[src/rtl/muu_rdcmd_arbiter.sv]
// Two-requester read-command arbiter in front of a single memory read port.
// Commands are granted round-robin, with atomic groups (cmd_last=0 ... cmd_last=1)
// locking the grant to one requester. Every accepted command pushes its requester
// index into a tag FIFO. In-order read responses are steered back by the head tag.
module muu_rdcmd_arbiter #(
    parameter int unsigned MEMADDR_WIDTH = 21,
    parameter int unsigned DATA_WIDTH    = 512,
    parameter int unsigned TAG_DEPTH     = 32
) (
    input  logic                          clk,
    input  logic                          rst,
    input  logic [31:0]                   req0_cmd_data,
    input  logic                          req0_cmd_last,
    input  logic                          req0_cmd_valid,
    output logic                          req0_cmd_ready,
    input  logic [31:0]                   req1_cmd_data,
    input  logic                          req1_cmd_last,
    input  logic                          req1_cmd_valid,
    output logic                          req1_cmd_ready,
    output logic [31:0]                   mem_rdcmd_data,
    output logic                          mem_rdcmd_valid,
    input  logic                          mem_rdcmd_ready,
    input  logic [DATA_WIDTH-1:0]         mem_rd_data,
    input  logic                          mem_rd_valid,
    output logic                          mem_rd_ready,
    output logic [DATA_WIDTH-1:0]         rsp0_data,
    output logic                          rsp0_valid,
    input  logic                          rsp0_ready,
    output logic [DATA_WIDTH-1:0]         rsp1_data,
    output logic                          rsp1_valid,
    input  logic                          rsp1_ready,
    output logic [$clog2(TAG_DEPTH):0]    outstanding,
    output logic                          err_unsolicited
);

    localparam int unsigned TagW = $clog2(TAG_DEPTH);
    localparam int unsigned CntW = TagW + 1;
    // Address bits above MEMADDR_WIDTH are cleared on the way to memory.
    localparam logic [31:0] AddrMask = (MEMADDR_WIDTH >= 32) ? 32'hFFFF_FFFF :
                                       ((32'd1 << MEMADDR_WIDTH) - 32'd1);

    typedef enum logic [1:0] {StIdle, StLock0, StLock1} state_e;

    state_e            state_q, state_d;
    logic              prio_q, prio_d;       // 0 favours req0 when both are valid
    logic              grant_valid;
    logic              grant_idx;
    logic              sel_valid, sel_last;
    logic [31:0]       sel_data;
    logic              can_issue;
    logic              accept;

    logic              cmd_valid_q;
    logic [31:0]       cmd_data_q;

    logic              tag_mem_q [TAG_DEPTH];
    logic [TagW-1:0]   wr_ptr_q, rd_ptr_q;
    logic [CntW-1:0]   count_q, count_d;
    logic              fifo_full, fifo_empty;
    logic              head_tag;
    logic              push, pop;
    logic              err_q;

    // Grant selection: locked states pin the grant, idle arbitrates round-robin.
    always_comb begin
        grant_valid = 1'b0;
        grant_idx   = 1'b0;
        case (state_q)
            StIdle: begin
                if (req0_cmd_valid && req1_cmd_valid) begin
                    grant_valid = 1'b1;
                    grant_idx   = prio_q;
                end else if (req0_cmd_valid) begin
                    grant_valid = 1'b1;
                    grant_idx   = 1'b0;
                end else if (req1_cmd_valid) begin
                    grant_valid = 1'b1;
                    grant_idx   = 1'b1;
                end
            end
            StLock0: begin
                grant_valid = 1'b1;
                grant_idx   = 1'b0;
            end
            StLock1: begin
                grant_valid = 1'b1;
                grant_idx   = 1'b1;
            end
            default: ;
        endcase
    end

    assign sel_valid = grant_idx ? req1_cmd_valid : req0_cmd_valid;
    assign sel_last  = grant_idx ? req1_cmd_last  : req0_cmd_last;
    assign sel_data  = grant_idx ? req1_cmd_data  : req0_cmd_data;

    // Full check uses the registered count only: a pop this cycle does not free a slot.
    assign fifo_full  = (count_q == CntW'(TAG_DEPTH));
    assign fifo_empty = (count_q == '0);
    assign can_issue  = !fifo_full && (!cmd_valid_q || mem_rdcmd_ready) && !rst;

    assign req0_cmd_ready = grant_valid && !grant_idx && can_issue;
    assign req1_cmd_ready = grant_valid &&  grant_idx && can_issue;
    assign accept         = grant_valid && can_issue && sel_valid;

    // Next-state: a non-final command locks, a final one returns to idle and rotates priority.
    always_comb begin
        state_d = state_q;
        prio_d  = prio_q;
        if (accept) begin
            if (sel_last) begin
                state_d = StIdle;
                prio_d  = ~grant_idx;
            end else begin
                state_d = grant_idx ? StLock1 : StLock0;
            end
        end
    end

    // Arbiter state and round-robin pointer.
    always_ff @(posedge clk or posedge rst) begin
        if (rst) begin
            state_q <= StIdle;
            prio_q  <= 1'b0;
        end else begin
            state_q <= state_d;
            prio_q  <= prio_d;
        end
    end

    // Output command register: load on accept, hold until memory takes it.
    always_ff @(posedge clk or posedge rst) begin
        if (rst) begin
            cmd_valid_q <= 1'b0;
            cmd_data_q  <= '0;
        end else if (accept) begin
            cmd_valid_q <= 1'b1;
            cmd_data_q  <= sel_data & AddrMask;
        end else if (mem_rdcmd_ready) begin
            cmd_valid_q <= 1'b0;
        end
    end

    assign mem_rdcmd_valid = cmd_valid_q;
    assign mem_rdcmd_data  = cmd_data_q;

    assign push     = accept;
    assign pop      = mem_rd_valid && mem_rd_ready;
    assign head_tag = tag_mem_q[rd_ptr_q];

    // Tag storage; contents are meaningless while the count says empty, so no reset.
    always_ff @(posedge clk) begin
        if (push) begin
            tag_mem_q[wr_ptr_q] <= grant_idx;
        end
    end

    // Occupancy follows push/pop; simultaneous push and pop cancel.
    always_comb begin
        count_d = count_q;
        case ({push, pop})
            2'b10:   count_d = count_q + 1'b1;
            2'b01:   count_d = count_q - 1'b1;
            default: ;
        endcase
    end

    // Tag FIFO pointers, occupancy and the sticky unsolicited-response flag.
    always_ff @(posedge clk or posedge rst) begin
        if (rst) begin
            wr_ptr_q <= '0;
            rd_ptr_q <= '0;
            count_q  <= '0;
            err_q    <= 1'b0;
        end else begin
            if (push) wr_ptr_q <= wr_ptr_q + 1'b1;
            if (pop)  rd_ptr_q <= rd_ptr_q + 1'b1;
            count_q <= count_d;
            if (mem_rd_valid && fifo_empty) err_q <= 1'b1;
        end
    end

    // Response steering by head tag; nothing is routed while no tag is pending.
    assign rsp0_valid   = mem_rd_valid && !fifo_empty && !head_tag;
    assign rsp1_valid   = mem_rd_valid && !fifo_empty &&  head_tag;
    assign rsp0_data    = mem_rd_data;
    assign rsp1_data    = mem_rd_data;
    assign mem_rd_ready = !fifo_empty && (head_tag ? rsp1_ready : rsp0_ready);

    assign outstanding     = count_q;
    assign err_unsolicited = err_q;

endmodule

[config.mk]
export PLATFORM = sky130hd
export DESIGN_NAME = muu_rdcmd_arbiter
export DESIGN_NICKNAME = d
export VERILOG_FILES = /design/src/rtl/muu_rdcmd_arbiter.sv
export SDC_FILE = /design/constraint.sdc
export NUM_CORES = 1
export LEC_CHECK = 0
export ABC_CLOCK_PERIOD_IN_PS = 9300
export CAP_MARGIN = 20
export CORE_AREA = 2 2 638 640
export CTS_BUF_LIST = sky130_fd_sc_hd__clkbuf_8 sky130_fd_sc_hd__clkbuf_16
export DETAILED_ROUTE_END_ITERATION = 6
export DIE_AREA = 0 0 640 642
export PLACE_DENSITY = 0.3
export SYNTH_ARGS = -nofsm -noshare
export SYNTH_HDL_FRONTEND = slang
export SYNTH_SLANG_ARGS = --single-unit
[constraint.sdc]
create_clock -name clk -period 9.3 [get_ports clk]
set_clock_uncertainty 0.1 [all_clocks]
set_input_delay 1.86 -clock clk [delete_from_list [all_inputs] [get_ports clk]]
set_output_delay 1.86 -clock clk [all_outputs]
set_load 0.005 [all_outputs]
* After elaboration in Yosys (flattened, before gate mapping)
Memories as Yosys holds them, arrays and structs flattened.
Cells that the tools add are included.
** Word-level totals
- Register bits after elaboration :: 42
- Memories kept :: 1
- RAM bits :: 32
- Output and inout port bits :: 1069
- Logic and storage cells :: 65
** Memories
- tag_mem_q :: words 32, bits a word 1, rd ports 1, clocked after Yosys merged registers in 0, wr ports 1, RTL line 56 : logic tag_mem_q [TAG_DEPTH];
** Operators by class
- Add/subtract/negate cells :: 4
- Equal/unequal tests :: 5
- Mux-type cells :: 18
- Bitwise logic cells :: 1
- Reductions and logical operators :: 28
** Operators by type and width (number)
- $mux 21 :: 1
- $logic_and 1x1->1 :: 15
- $mux 1 :: 12
- $pmux 6 s2 :: 1
- $add 5x1->5 const B :: 2
- $add 6x1->6 const B :: 1
- $eq 6x6->1 const B :: 1
- $logic_not 1->1 :: 6
- $logic_not 6->1 :: 1
- $sub 6x1->6 const B :: 1
- $eq 2x1->1 const B :: 2
- $eq 2x2->1 const B :: 2
- $mux 2 :: 2
- $pmux 1 s2 :: 2
- $reduce_bool 2->1 :: 2
- $logic_not 2->1 :: 1
- $reduce_and 2->1 :: 1
- $reduce_or 2->1 :: 1
- $logic_or 1x1->1 :: 1
- $not 1->1 :: 1

* Longest topological paths before layout
Gate-level depths: netlist of the first run.
- Depth in word-level cells :: 8
- Depth in mapped cells :: 17
- Mapped depth without buffers :: 16

* Least setup slack after synthesis of the first run
No wires, ideal clock.
- Path kind :: input port to output port
- From :: input req0_cmd_valid
- To :: output req0_cmd_ready
- Arrival :: 3.234 ns
- Buffers on the path :: 2
- Cell stages on the path :: 6
- Data required time :: 7.340 ns
- Setup slack :: 4.106 ns
- Cells stage by stage :: nand2b_1 a31oi_1 buf_2 buf_1 inv_1 nor2_1
** Between the ends
- Word-level cells in the longest chain between the ends :: 6
- Elaborated cells on any way between the ends :: 10
** RTL lines
- from (decl) :: RTL line 14 : input logic req0_cmd_valid,
- $mux 1 or $logic_and 1x1->1 (tied branches) :: RTL line 73, 70
- $mux 1 (*) :: RTL line 70 : if (req0_cmd_valid && req1_cmd_valid) begin
- $pmux 1 s2 (*) :: RTL line 68 : case (state_q)
- via grant_idx :: RTL line 47 : logic grant_idx;
- $logic_not 1->1 (*) :: RTL line 102 : assign req0_cmd_ready = grant_valid && !grant_idx && can_issue;
- $logic_and 1x1->1 (*) (2 in series) :: RTL line 102
- to (decl) :: RTL line 15 : output logic req0_cmd_ready,
The timed path passes the listed nets; every way through them passes the cells marked *.

* Worst setup path after layout of the first run
- From :: input rst
- To :: output req0_cmd_ready
** Between the ends
- Word-level cells in the longest chain between the ends :: 3
** RTL lines
- from (decl) :: RTL line 11 : input logic rst,
- $logic_not 1->1 (no source line)
- $logic_and 1x1->1 :: RTL line 100 : assign can_issue = !fifo_full && (!cmd_valid_q || mem_rdcmd_ready) && !rst;
- $logic_and 1x1->1 :: RTL line 102
No other way between the ends.

==> impl_metrics.env, run 1 <==
export IMPL_status="complete, no violations"
export IMPL_crit_fanout=3
export IMPL_grt_pass1_vias=5094
export IMPL_setup_viol=0
export IMPL_row_count=234
export IMPL_grt_setup_unrepaired="no"
export IMPL_grt_max_degree=53
export IMPL_netSwitchingPower_uw=799.4
export IMPL_grt_ovfl_total=0
export IMPL_hold_path_class="flop to flop"
export IMPL_place_ws_ns=2.952
export IMPL_synthCells=1375
export IMPL_drt_wl_total_mm=189.5
export IMPL_syn_to_final_growth_pct=1.807
export IMPL_drt_iter0_drc=420
export IMPL_fin_ws_ns=3.141
export IMPL_die_area_um2=410900
export IMPL_worstPathRequired_ns=7.34
export IMPL_die_w_um=640
export IMPL_crit_start="rst"
export IMPL_dp_hpwl_mm=178.9
export IMPL_tritoncts="built"
export IMPL_routed_via_density=0.9049
export IMPL_die_y_um=642
export IMPL_p_seq_share_pct=30.3
export IMPL_setup_tns_ns=0
export IMPL_place_congestion=0.6945
export IMPL_hold_buffers=0
export IMPL_initial_utilization_pct=2.842
export IMPL_p_clk_share_pct=23.6
export IMPL_dr_total_vias=5310
export IMPL_max_vdd_ir_drop_mv=0.09838
export IMPL_synth_ff_type="dfrtp_1"
export IMPL_clkLatencyLatePin_ns=0.43
export IMPL_power_density_nw_per_um2=160.8
export IMPL_placedCellCount=5850
export IMPL_finalMaxSlewViolations=0
export IMPL_post_synth_num_cell_types=43
export IMPL_fillers=48175
export IMPL_critPathCapture="req0_cmd_ready"
export IMPL_cts_root_buffer="clkbuf_16"
export IMPL_internal_power_mw=1.082
export IMPL_routed_top_layer="met5"
export IMPL_maxCapViolCount=0
export IMPL_r2r_end="outstanding[5]"
export IMPL_drive_gt1_share_pct=6.150
export IMPL_clock_sinks=74
export IMPL_path_clk_slew_ns=0.08
export IMPL_final_nets=1034
export IMPL_post_route_min_period_ns=6.159
export IMPL_fmax_mhz=162.4
export IMPL_portBuffers=85
export IMPL_worst_setup_path_end_kind="primary output"
export IMPL_final_common_cell="clkdlybuf4s50_1"
export IMPL_met1Wirelength_mm=24.47
export IMPL_numCtsBuffers=9
export IMPL_wire_per_inst_um=32.30
export IMPL_r2r_cells=16
export IMPL_drc_errors=0
export IMPL_core_area_um2=404300
export IMPL_io_pins=1655
export IMPL_antenna_found_initial=4
export IMPL_ys_seq_area_share_pct=17.51
export IMPL_hold_viol_final=0
export IMPL_layout_cells_non_filler=5868
export IMPL_clockBufferDepth=2
export IMPL_r2r_start="rd_ptr_q[1]"
export IMPL_swShare_pct=42.50
export IMPL_leakage_nw=2.134
export IMPL_post_route_period_util_pct=66.23
export IMPL_r2r_slack_ns=4.86
export IMPL_fin_hold_ws_ns=0.3756
export IMPL_synth_seq_cells=74
export IMPL_syn_area_um2=11490
export IMPL_pwr_share_comb_pct=46.0
export IMPL_grt_pass1_wl_mm=205.1
export IMPL_arrival_ns=4.20
export IMPL_wl_met2_mm=82.98
export IMPL_track_usage_pct=8.920
export IMPL_synth_edf_count=32
export IMPL_ant_nets=0
export IMPL_async_flop_share_pct=56.76
export IMPL_path_class="input port to primary output"
export IMPL_startpoint_type="input port"
export IMPL_avgSynthCellArea_um2=8.357
export IMPL_h_tree_depth=3
export IMPL_post_cts_buffers=0
export IMPL_power_mw=1.881
export IMPL_dr_pass1_iters=4
export IMPL_route_met3_wl_mm=71.57
export IMPL_cts_resized=0
export IMPL_layout_common_cells="clkdlybuf4s50_1, nor2_1, mux2i_1"
export IMPL_worst_pin_slew_ns=1.053
export IMPL_synth_warnings=0
export IMPL_slew_headroom_pct=29.74
==> power by group through the flow <==
stage	sequential, mW	clock [mW]	combinational (mW)
after floorplan	0.531	0	0.880
after global placement	0.588	0	0.875
after detailed placement	0.590	0	0.862
after CTS	0.585	0.498	0.866
after global routing	0.588	0.489	0.959
final	0.571	0.445	0.866
==> Yosys cell counts (2+ instances only) <==
cell type | count | area [um^2]
mux2i_1 | 44 | 440.4
nand2_1 | 19 | 71.32
o31ai_1 | 3 | 22.52
ha_1 | 13 | 162.7
nor3_1 | 5 | 25.02
inv_1 | 14 | 52.55
and2b_1 | 2 | 15.01
a21o_1 | 3 | 22.52
xnor2_1 | 6 | 52.55
nand3_1 | 8 | 40.04
nor2b_1 | 3 | 18.77
nor2_1 | 57 | 214.0
a22oi_1 | 4 | 30.03
and3_1 | 4 | 25.02
xor2_1 | 7 | 61.31
buf_4 | 1036 | 7777
nand3b_1 | 2 | 15.01
a21oi_1 | 27 | 135.1
nand4_1 | 2 | 12.51
buf_1 | 4 | 15.01
dfrtp_1 | 42 | 1051
nand2b_1 | 4 | 25.02
o21ai_0 | 6 | 30.03
edfxtp_1 | 32 | 960.9
buf_2 | 3 | 15.01
a31oi_1 | 2 | 12.51
clkbuf_1 | 7 | 26.28
==> logic make-up after synthesis <==
family | Yosys count | share of synthesized area (%)
DFF | 74 | 17.51
buffers and inverters | 1066 | 68.86
and+or+nand+nor | 112 | 4.399
AOI/OAI and AO/OA | 50 | 2.690
xor gates and xnor gates | 13 | 0.9909
adders and majority gates | 14 | 1.590
other | 1 | 0.03263
muxes | 45 | 3.931
==> layout make-up <==
type / instances / area (um^2) / area share [%]
repair buffers: 90 / 908.4 / 7.765
clock inverters: 7 / 82.58 / 0.7059
multi-input cells: 245 / 1624 / 13.88
well taps: 5428 / 6792 / 58.05
clock buffers: 9 / 225.2 / 1.925
inverters: 14 / 52.55 / 0.4492
flip-flops and latches: 74 / 2012 / 17.20
diodes: 1 / 2.502 / 0.02139
==> per-layer routing <==
layer | vias to the layer above | GRT usage (%)
met5 | - | 0.9586
met4 | 16 | 4.294
met3 | 298 | 15.87
met2 | 1555 | 13.71
met1 | 2082 | 3.217
li1 | 1359 | -
==> critical path, cell delays in order <==
cell,delay [ns]
clkdlybuf4s50_1,0.80
a2111oi_0,0.56
o31ai_1,0.26
nor2_1,0.15
clkdlybuf4s50_1,0.54
==> sequential cells by signal, summed over array words and instances (netlist names) <==
name and count:
tag_mem_q 32, mem_rdcmd_data 21, err_unsolicited 1, state_q 2
wr_ptr_q 5, outstanding 6, mem_rdcmd_valid 1, prio_q 1
rd_ptr_q 5
==> through the flow <==
stage | cell area, um^2 | util (%)
6_report | 11700 | 2.893
2_1_floorplan | 11530 | -
5_1_grt | 11700 | 2.893
3_3_place_gp | 11360 | 2.810
4_1_cts | 11670 | 2.886
3_5_place_dp | 11360 | 2.810
==> worst min path at each step <==
stage | endpoint | depth (start not counted) | slack, ns | start
after global routing | err_unsolicited | 1 | 0.41 | err_unsolicited
after CTS | err_unsolicited | 1 | 0.38 | err_unsolicited
after floorplan | err_unsolicited | 1 | 0.35 | err_unsolicited
final | err_unsolicited | 1 | 0.38 | err_unsolicited
after detailed placement | err_unsolicited | 1 | 0.36 | err_unsolicited
after global placement | err_unsolicited | 1 | 0.35 | err_unsolicited
No activity file was read; power rests on OpenSTA's default activity.
==> run 2, diff against run 1 <==
--- a/config.mk
+++ b/config.mk
@@ -5,12 +5,12 @@
 export SDC_FILE = /design/constraint.sdc
 export NUM_CORES = 1
 export LEC_CHECK = 0
-export ABC_CLOCK_PERIOD_IN_PS = 9300
+export ABC_CLOCK_PERIOD_IN_PS = 6040
 export CAP_MARGIN = 20
-export CORE_AREA = 2 2 638 640
+export CORE_AREA = 2 2 644 646
 export CTS_BUF_LIST = sky130_fd_sc_hd__clkbuf_8 sky130_fd_sc_hd__clkbuf_16
 export DETAILED_ROUTE_END_ITERATION = 6
-export DIE_AREA = 0 0 640 642
+export DIE_AREA = 0 0 646 648
 export PLACE_DENSITY = 0.3
 export SYNTH_ARGS = -nofsm -noshare
 export SYNTH_HDL_FRONTEND = slang
==> constraint.sdc (replaced) <==
create_clock -name clk -period 6.04 [get_ports clk]
set_clock_uncertainty 0.1 [all_clocks]
set_input_delay 1.208 -clock clk [delete_from_list [all_inputs] [get_ports clk]]
set_output_delay 1.208 -clock clk [all_outputs]
set_load 0.005 [all_outputs]
==> run 2 against run 1 <==
Sequential share of layout area down 0.15 points. Wire length up 4.8%. Worst hold slack got worse by 0.0016 ns. First-iteration DRC count decreased by 17%. Combinational power up 62%. Count of clock-buffer cells in the layout unchanged. Die area grew 1.9%. Register-to-register slack worse by 3.4 ns. Critical endpoint is now req1_cmd_ready.
==> impl_metrics.env, run 2 (synthesized netlist as in run 1, its figures left out) <==
export IMPL_dr_total_vias=5355
export IMPL_grt_pass1_wl_mm=212.4
export IMPL_worst_setup_path_end_kind="primary output"
export IMPL_cts_root_buffer="clkbuf_16"
export IMPL_p_clk_share_pct=21.7
export IMPL_grt_pass1_vias=5208
export IMPL_hold_viol_final=0
export IMPL_drive_gt1_share_pct=8.072
export IMPL_grt_max_degree=53
export IMPL_pwr_share_comb_pct=47.5
export IMPL_setup_tns_ns=0
export IMPL_hold_buffers=0
export IMPL_p_seq_share_pct=30.8
export IMPL_dp_hpwl_mm=188.5
export IMPL_fillers=49049
export IMPL_row_count=236
export IMPL_wire_per_inst_um=33.54
export IMPL_finalMaxSlewViolations=0
export IMPL_final_common_cell="clkdlybuf4s50_1"
export IMPL_post_route_min_period_ns=5.026
export IMPL_routed_via_density=0.9043
export IMPL_clock_sinks=74
export IMPL_max_vdd_ir_drop_mv=0.1030
export IMPL_fmax_mhz=199.0
export IMPL_path_class="input port to primary output"
export IMPL_tritoncts="built"
export IMPL_clkLatencyLatePin_ns=0.39
export IMPL_dr_pass1_iters=4
export IMPL_post_cts_buffers=0
export IMPL_power_density_nw_per_um2=250.0
export IMPL_post_route_period_util_pct=83.20
export IMPL_die_y_um=648
export IMPL_syn_to_final_growth_pct=2.690
export IMPL_layout_cells_non_filler=5922
export IMPL_place_congestion=0.6730
export IMPL_die_area_um2=418600
export IMPL_drt_iter0_drc=347
export IMPL_hp_start="err_unsolicited"
export IMPL_r2r_start="rd_ptr_q[1]"
export IMPL_drc_errors=0
export IMPL_numCtsBuffers=9
export IMPL_portBuffers=85
export IMPL_worst_pin_slew_ns=1.027
export IMPL_h_tree_depth=3
export IMPL_internal_power_mw=1.686
export IMPL_crit_start="req1_cmd_valid"
export IMPL_maxCapViolCount=0
export IMPL_regMostFlops="tag_mem_q"
export IMPL_grt_setup_unrepaired="no"
export IMPL_antenna_found_initial=8
export IMPL_arrival_ns=3.72
export IMPL_netSwitchingPower_mw=1.264
export IMPL_worstPathRequired_ns=4.73
export IMPL_track_usage_pct=9.104
export IMPL_clockBufferDepth=2
export IMPL_fin_ws_ns=1.014
export IMPL_ant_nets=0
export IMPL_status="complete, no violations"
export IMPL_core_area_um2=411900
export IMPL_layout_common_cells="clkdlybuf4s50_1, nor2_1, mux2i_1"
export IMPL_cts_resized=0
export IMPL_drt_wl_total_mm=198.6
export IMPL_final_nets=1041
export IMPL_crit_fanout=3
export IMPL_grt_ovfl_total=0
export IMPL_slew_headroom_pct=31.47
export IMPL_setup_viol=0
export IMPL_swShare_pct=42.86
export IMPL_io_pins=1655
export IMPL_leakage_nw=2.160
export IMPL_place_ws_ns=0.8453
export IMPL_startpoint_type="input port"
export IMPL_path_clk_slew_ns=0.08
export IMPL_die_w_um=646
export IMPL_hold_path_class="flop to flop"
export IMPL_placedCellCount=5904
export IMPL_largest_reg_flops=32
export IMPL_initial_utilization_pct=2.790
export IMPL_power_mw=2.950
-- run 2: cell count changes in the layout (fill, tap and decap cells not counted), sizes merged --
cell	change
buf	+7
diode	+1
-- run 2: path summary, 6_finish.rpt --
check	depth (start not counted)	slack, ns	end
setup / recovery	6	1.01	req1_cmd_ready
hold / removal	1	0.37	err_unsolicited
setup reg to reg	16	1.50	outstanding[5]
hold reg to reg	1	0.37	err_unsolicited
max in group asynchronous	3	3.92	mem_rdcmd_data[2]
min in group asynchronous	3	1.33	prio_q
-- run 2: layout make-up --
cell class / count / area [um^2] / share of cell area, %
diodes: 2 / 5.005 / 0.04241
clock buffers: 9 / 225.2 / 1.909
clock inverters: 7 / 82.58 / 0.6998
inverters: 14 / 52.55 / 0.4453
multi-input cells: 245 / 1633 / 13.84
flip-flops and latches: 74 / 2012 / 17.05
well taps: 5474 / 6849 / 58.04
repair buffers: 97 / 940.9 / 7.974
-- run 2: power groups by stage --
stage / Clock [mW] / Sequential (mW) / Combinational (mW)
detailed placement: 0 / 0.928 / 1.47
CTS: 0.707 / 0.918 / 1.48
global route: 0.708 / 0.941 / 1.56
floorplan: 0 / 0.817 / 1.35
global placement: 0 / 0.926 / 1.49
finish: 0.641 / 0.909 / 1.40
-- run 2: worst max-delay path, stage by stage --
cell and delay, ns:
clkdlybuf4s50_1 0.58, o21ai_0 0.13, a2111oi_0 0.45, o31ai_1 0.25, nor2_1 0.18, clkdlybuf4s50_1 0.87
-- run 2: metal layers --
layer | vias up | wire length [um] | GRT usage [%]
li1 | 1371 | - | -
met1 | 1993 | 22430 | 2.792
met2 | 1715 | 91550 | 14.67
met3 | 262 | 75880 | 16.63
met4 | 14 | 8170 | 3.565
met5 | - | 593 | 1.272
-- run 2: metrics by stage --
step	hold slack, ns	util, %	cell area, um^2
final	0.3740	2.865	11800
after global routing	0.3954	2.865	11800
after CTS	0.3921	2.863	11800
after detailed placement	0.3701	2.789	11490
after global placement	0.3629	2.789	11490
after floorplan	0.3510	-	11530
==> variant 1 (flow settings as in run 2) <==
`TAG_DEPTH`: 32 -> 64.
--- a/src/rtl/muu_rdcmd_arbiter.sv
+++ b/src/rtl/muu_rdcmd_arbiter.sv
@@ -6,5 +6,5 @@
     parameter int unsigned MEMADDR_WIDTH = 21,
     parameter int unsigned DATA_WIDTH    = 512,
-    parameter int unsigned TAG_DEPTH     = 32
+    parameter int unsigned TAG_DEPTH     = 64
 ) (
     input  logic                          clk,
Interface: changed (resized outstanding); port bits go from 1655 to 1656. No check against the original RTL was run, so the function may have changed too.
==> variant 1 against run 2 <==
  * Non-clock buffer count down 3
  * Count of clock-buffer cells in the layout unchanged
  * Synthesized cell count up 7.9%
  * Power up 9.9%
  * Global-route usage up 0.21 points
  * Synthesized area up 14%
  * Utilization up 0.37 points
  * Setup slack better by 0.28 ns
  * Sequential cell count up 35
  * Routed wire length up 2.6%
  * Final area up 13%
  * Largest power group unchanged
==> variant 1: results (changes against run 2) <==
DR.FIRST_ITER.DRC_COUNT=441  # was 347
CRITPATHARRIVALTIME_NS=4.96  # was 3.72 ns
CRITPATHTOPFAMILY='multiplexers'  # was buffers and inverters
CRITICAL_PATH_CELL_COUNT=17  # was 6
REG2REG_FROM='rd_ptr_q[2]'  # was rd_ptr_q[1]
VIAS=6144  # was 5355
STATUS='complete, no violations'  # unchanged
DIODES=0  # was 2
IR_WORST_VDD_uV=139  # was 103 µV
FILL_CELLS=48954  # about the same
CRIT_PATH_END_KIND='flop'  # was output port
PRECTSSETUPSLACK_NS=1.04  # was 0.845 ns
SYNTH_TOP_CELLS_BY_COUNT='sky130_fd_sc_hd__buf_4, sky130_fd_sc_hd__nor2_1, sky130_fd_sc_hd__edfxtp_1, sky130_fd_sc_hd__dfrtp_1, sky130_fd_sc_hd__nand2_1'  # was sky130_fd_sc_hd__buf_4, sky130_fd_sc_hd__nor2_1, sky130_fd_sc_hd__mux2i_1, sky130_fd_sc_hd__dfrtp_1, sky130_fd_sc_hd__edfxtp_1
MAXIMUM_NUMBER_OF_PINS_ON_ONE_NET_BEFORE_GLOBAL_ROUTE_REPAIR=66  # was 53
CRIT_SLOWEST_CELL='sky130_fd_sc_hd__dfrtp_1'  # was sky130_fd_sc_hd__clkdlybuf4s50_1
YOSYSSEQAREASHARE=0.232  # was 0.175
TIGHTEST_SLEW_NS=0.934  # was 1.03 ns
PLACEMENT.IO_BUFFERS=86  # was 85
SYNTH_ENABLE_FLOP_CELLS=64  # was 32
POST_ROUTE_CELLS_DRIVE_ABOVE_1_SHARE=0.0870  # was 0.0807
PLACED_AREA_MM2=0.0130  # was 0.0115 mm²
GLOBALPLACE.CONGESTION=0.682  # was 0.673
GRT_USAGE=0.0931  # was 0.0910
CRITICAL_SETUP_PATH_CLASS='reg -> reg'  # was in -> out
ANTENNA_FOUND_INITIAL=0  # was 8
SYNTH_CELL_TYPES=50  # was 43
FIRST_GLOBAL_VIAS=5743  # was 5208
DOMINANTREGCELLSYNTH='sky130_fd_sc_hd__edfxtp_1'  # was sky130_fd_sc_hd__dfrtp_1
YS_TOP_CELLS_BY_AREA='sky130_fd_sc_hd__buf_4, sky130_fd_sc_hd__edfxtp_1, sky130_fd_sc_hd__dfrtp_1'  # was sky130_fd_sc_hd__buf_4, sky130_fd_sc_hd__dfrtp_1, sky130_fd_sc_hd__edfxtp_1
POWER_LEAKAGE_nW=2.61  # was 2.16 nW
CPPEAKSTAGEDELAY_NS=0.96  # was 0.87 ns
==> variant 1: power breakdown <==
part	switching (mW)	internal (mW)	leakage, nW
Combinational	0.737	0.682	1.32
Sequential	0.183	1.00	1.14
Clock	0.345	0.295	0.149
Total	1.26	1.98	2.61
==> variant 1: worst max path at each step <==
stage	endpoint	slack [ns]
6_report	outstanding[6]	1.30
5_1_grt	outstanding[6]	0.75
4_1_cts	outstanding[6]	1.07
3_5_place_dp	outstanding[6]	1.04
3_3_place_gp	outstanding[6]	0.77
2_1_floorplan	req0_cmd_ready	1.71
==> variant 1: cells by family (layout without fill, tap and decap cells) <==
kind of cell / count (synthesis) / in the layout / share of synthesized area
buf+inv: 1075 / 122 / 0.607
other cells: 1 / 11 / 0.000286
flops: 109 / 109 / 0.232
simple gates: 170 / 170 / 0.0589
xor+xnor: 15 / 15 / 0.0100
compound gates: 48 / 48 / 0.0230
fa+ha+maj: 12 / 12 / 0.0120
mux: 53 / 53 / 0.0568
==> variant 1: final cells by class <==
cell class,instances,share of cell area
Tap cell,5474,0.514
Sequential cell,109,0.229
Multi-Input combinational cell,309,0.162
Timing Repair Buffer,94,0.0691
Clock buffer,9,0.0169
Clock inverter,7,0.00582
Inverter,12,0.00338
==> variant 1: metrics by stage <==
step | power (mW) | std cells | utilization
5_1_grt | 3.49 | 6014 | 0.0324
4_1_cts | 3.35 | 6014 | 0.0324
3_5_place_dp | 2.66 | 5998 | 0.0316
6_report | 3.24 | 6014 | 0.0324
3_3_place_gp | 2.69 | 5998 | 0.0316
2_1_floorplan | 2.59 | 1493 | -
==> variant 1: layer usage <==
metal / routed length [µm] / track usage
met5: 2050 / 0.0350
met4: 5760 / 0.0240
met2: 92000 / 0.148
met1: 19800 / 0.0251
met3: 84000 / 0.183
==> variant 2 (settings of run 2) <==
Without the edit above. One comparison of `count_q` changes from == to >=.
--- a/src/rtl/muu_rdcmd_arbiter.sv
+++ b/src/rtl/muu_rdcmd_arbiter.sv
@@ -96,5 +96,5 @@
 
     // Full check uses the registered count only: a pop this cycle does not free a slot.
-    assign fifo_full  = (count_q == CntW'(TAG_DEPTH));
+    assign fifo_full  = (count_q >= CntW'(TAG_DEPTH));
     assign fifo_empty = (count_q == '0);
     assign can_issue  = !fifo_full && (!cmd_valid_q || mem_rdcmd_ready) && !rst;
Formal check against the unedited RTL: same outputs for any inputs over 4 cycles, from zero or initial values and one cycle with rst high; that may be too few to reach the edited logic, so the function may still have changed.
==> variant 2 against run 2 <==
  * Synthesized area down 0.61%
  * Setup slack better by 0.56 ns
  * Final cell count down 0.56%
  * Routed wire length up 13%
  * Sequential cell count unchanged
  * Power down 9.9%
  * Non-clock buffer count down 6
  * First-iteration DRC count up 41%
  * Final area down 1.1%
  * Synthesized cell count down 2.0%
  * Register-to-register slack better by 0.34 ns
  * Global-route usage up 1.2 points
  * Sequential power down 3.7%
==> variant 2: results (changes against run 2) <==
NUMBER_OF_NETS_IN_THE_LAYOUT=1008  # was 1041
CPPEAKSTAGEDELAY_NS=0.58  # was 0.87 ns
LENGTH_IN_CELLS_OF_THE_WORST_REG_TO_REG_PATH=14  # was 16
CRIT_SLOWEST_CELL='sky130_fd_sc_hd__buf_4'  # was sky130_fd_sc_hd__clkdlybuf4s50_1
FINALWIRELENGTH_MM=225  # was 199 mm
SYNTH_COMPOUND_AREA_FRAC=0.0198  # was 0.0269
GRT_USAGE=0.103  # was 0.0910
STATUS='complete, no violations'  # unchanged
RRSETUPSLACK_NS=1.84  # was 1.50 ns
SYNTH_XOR_XNOR_AREA_SHARE=0.0107  # was 0.00991
WORSTSKEWPAIRLATENCY_NS=0.44  # was 0.39 ns
IR_WORST_VDD_uV=167  # was 103 µV
CRIT_FANOUT=25  # was 3
USE_MET2=0.159  # was 0.147
GLOBALPLACE.CONGESTION=0.663  # was 0.673
HPWL_DP_MM=213  # was 188 mm
YOSYSSEQAREASHARE=0.176  # was 0.175
ROUTE.LAYER.MET1.WL_MM=22.8  # was 22.4 mm
YS_TOP_CELLS_BY_AREA='sky130_fd_sc_hd__buf_4, sky130_fd_sc_hd__dfrtp_1, sky130_fd_sc_hd__edfxtp_1'  # unchanged
CRIT_PATH_START='req0_cmd_valid'  # was req1_cmd_valid
MUX_SHARE_OF_POST_SYNTHESIS_CELL_AREA=0.0486  # was 0.0393
DETAILROUTE.WIRELENGTH.MET3_MM=94.4  # was 75.9 mm
USE_MET3=0.208  # was 0.166
POST_ROUTE_CELLS_DRIVE_ABOVE_1_SHARE=0.0726  # was 0.0807
VIAS_PER_CELL=0.877  # was 0.904
SYNTH_TOP_CELLS_BY_COUNT='sky130_fd_sc_hd__buf_4, sky130_fd_sc_hd__dfrtp_1, sky130_fd_sc_hd__nor2_1, sky130_fd_sc_hd__nand2_1, sky130_fd_sc_hd__mux2i_1'  # was sky130_fd_sc_hd__buf_4, sky130_fd_sc_hd__nor2_1, sky130_fd_sc_hd__mux2i_1, sky130_fd_sc_hd__dfrtp_1, sky130_fd_sc_hd__edfxtp_1
SYNTH_CELL_TYPES=37  # was 43
ANTENNA_FOUND_INITIAL=1  # was 8
MAXIMUM_NUMBER_OF_PINS_ON_ONE_NET_BEFORE_GLOBAL_ROUTE_REPAIR=48  # was 53
-- variant 2: changes by cell type after synthesis, sizes merged, moves of 3 or more --
cell,delta
nand3,-5
xnor2,+3
and3,-3
a22oi,-4
nand2,+18
mux4,+8
a21oi,-22
nor2,-17
o21ai,+20
mux2i,-11
-- variant 2: final cells by class --
type                            instances  area [µm²]
Antenna cell                            2        5.00
Clock buffer                            9         225
Clock inverter                          7        81.3
Fill cell                           49075      400000
Inverter                               12        45.0
Multi-Input combinational cell        220        1560
Sequential cell                        74        2010
Tap cell                             5474        6850
Timing Repair Buffer                   91         893
-- variant 2: where the power goes --
group,total (mW),switching [mW],internal [mW]
Sequential,0.875,0.184,0.690
Clock,0.684,0.355,0.329
Combinational,1.10,0.568,0.531
-- variant 2: metrics by stage --
| step | instance area (µm²) | hold WS (ns) | setup WS (ns) | instances | util |
|---|---|---|---|---|---|
| 5_1_grt | 11700 | 0.400 | 1.36 | 5887 | 0.0283 |
| 4_1_cts | 11700 | 0.375 | 1.45 | 5887 | 0.0283 |
| 3_3_place_gp | 11400 | 0.351 | 0.856 | 5871 | 0.0276 |
| 6_report | 11700 | 0.370 | 1.58 | 5889 | 0.0283 |
| 3_5_place_dp | 11400 | 0.357 | 0.964 | 5871 | 0.0276 |
| 2_1_floorplan | 11500 | 0.351 | 1.90 | 1358 | - |
-- variant 2: how the worst min path moves through the flow --
stage | end | slack (ns) | startpoint
3_3_place_gp | err_unsolicited | 0.35 | err_unsolicited
6_report | err_unsolicited | 0.37 | err_unsolicited
2_1_floorplan | err_unsolicited | 0.35 | err_unsolicited
5_1_grt | err_unsolicited | 0.40 | err_unsolicited
4_1_cts | err_unsolicited | 0.38 | err_unsolicited
3_5_place_dp | err_unsolicited | 0.36 | err_unsolicited
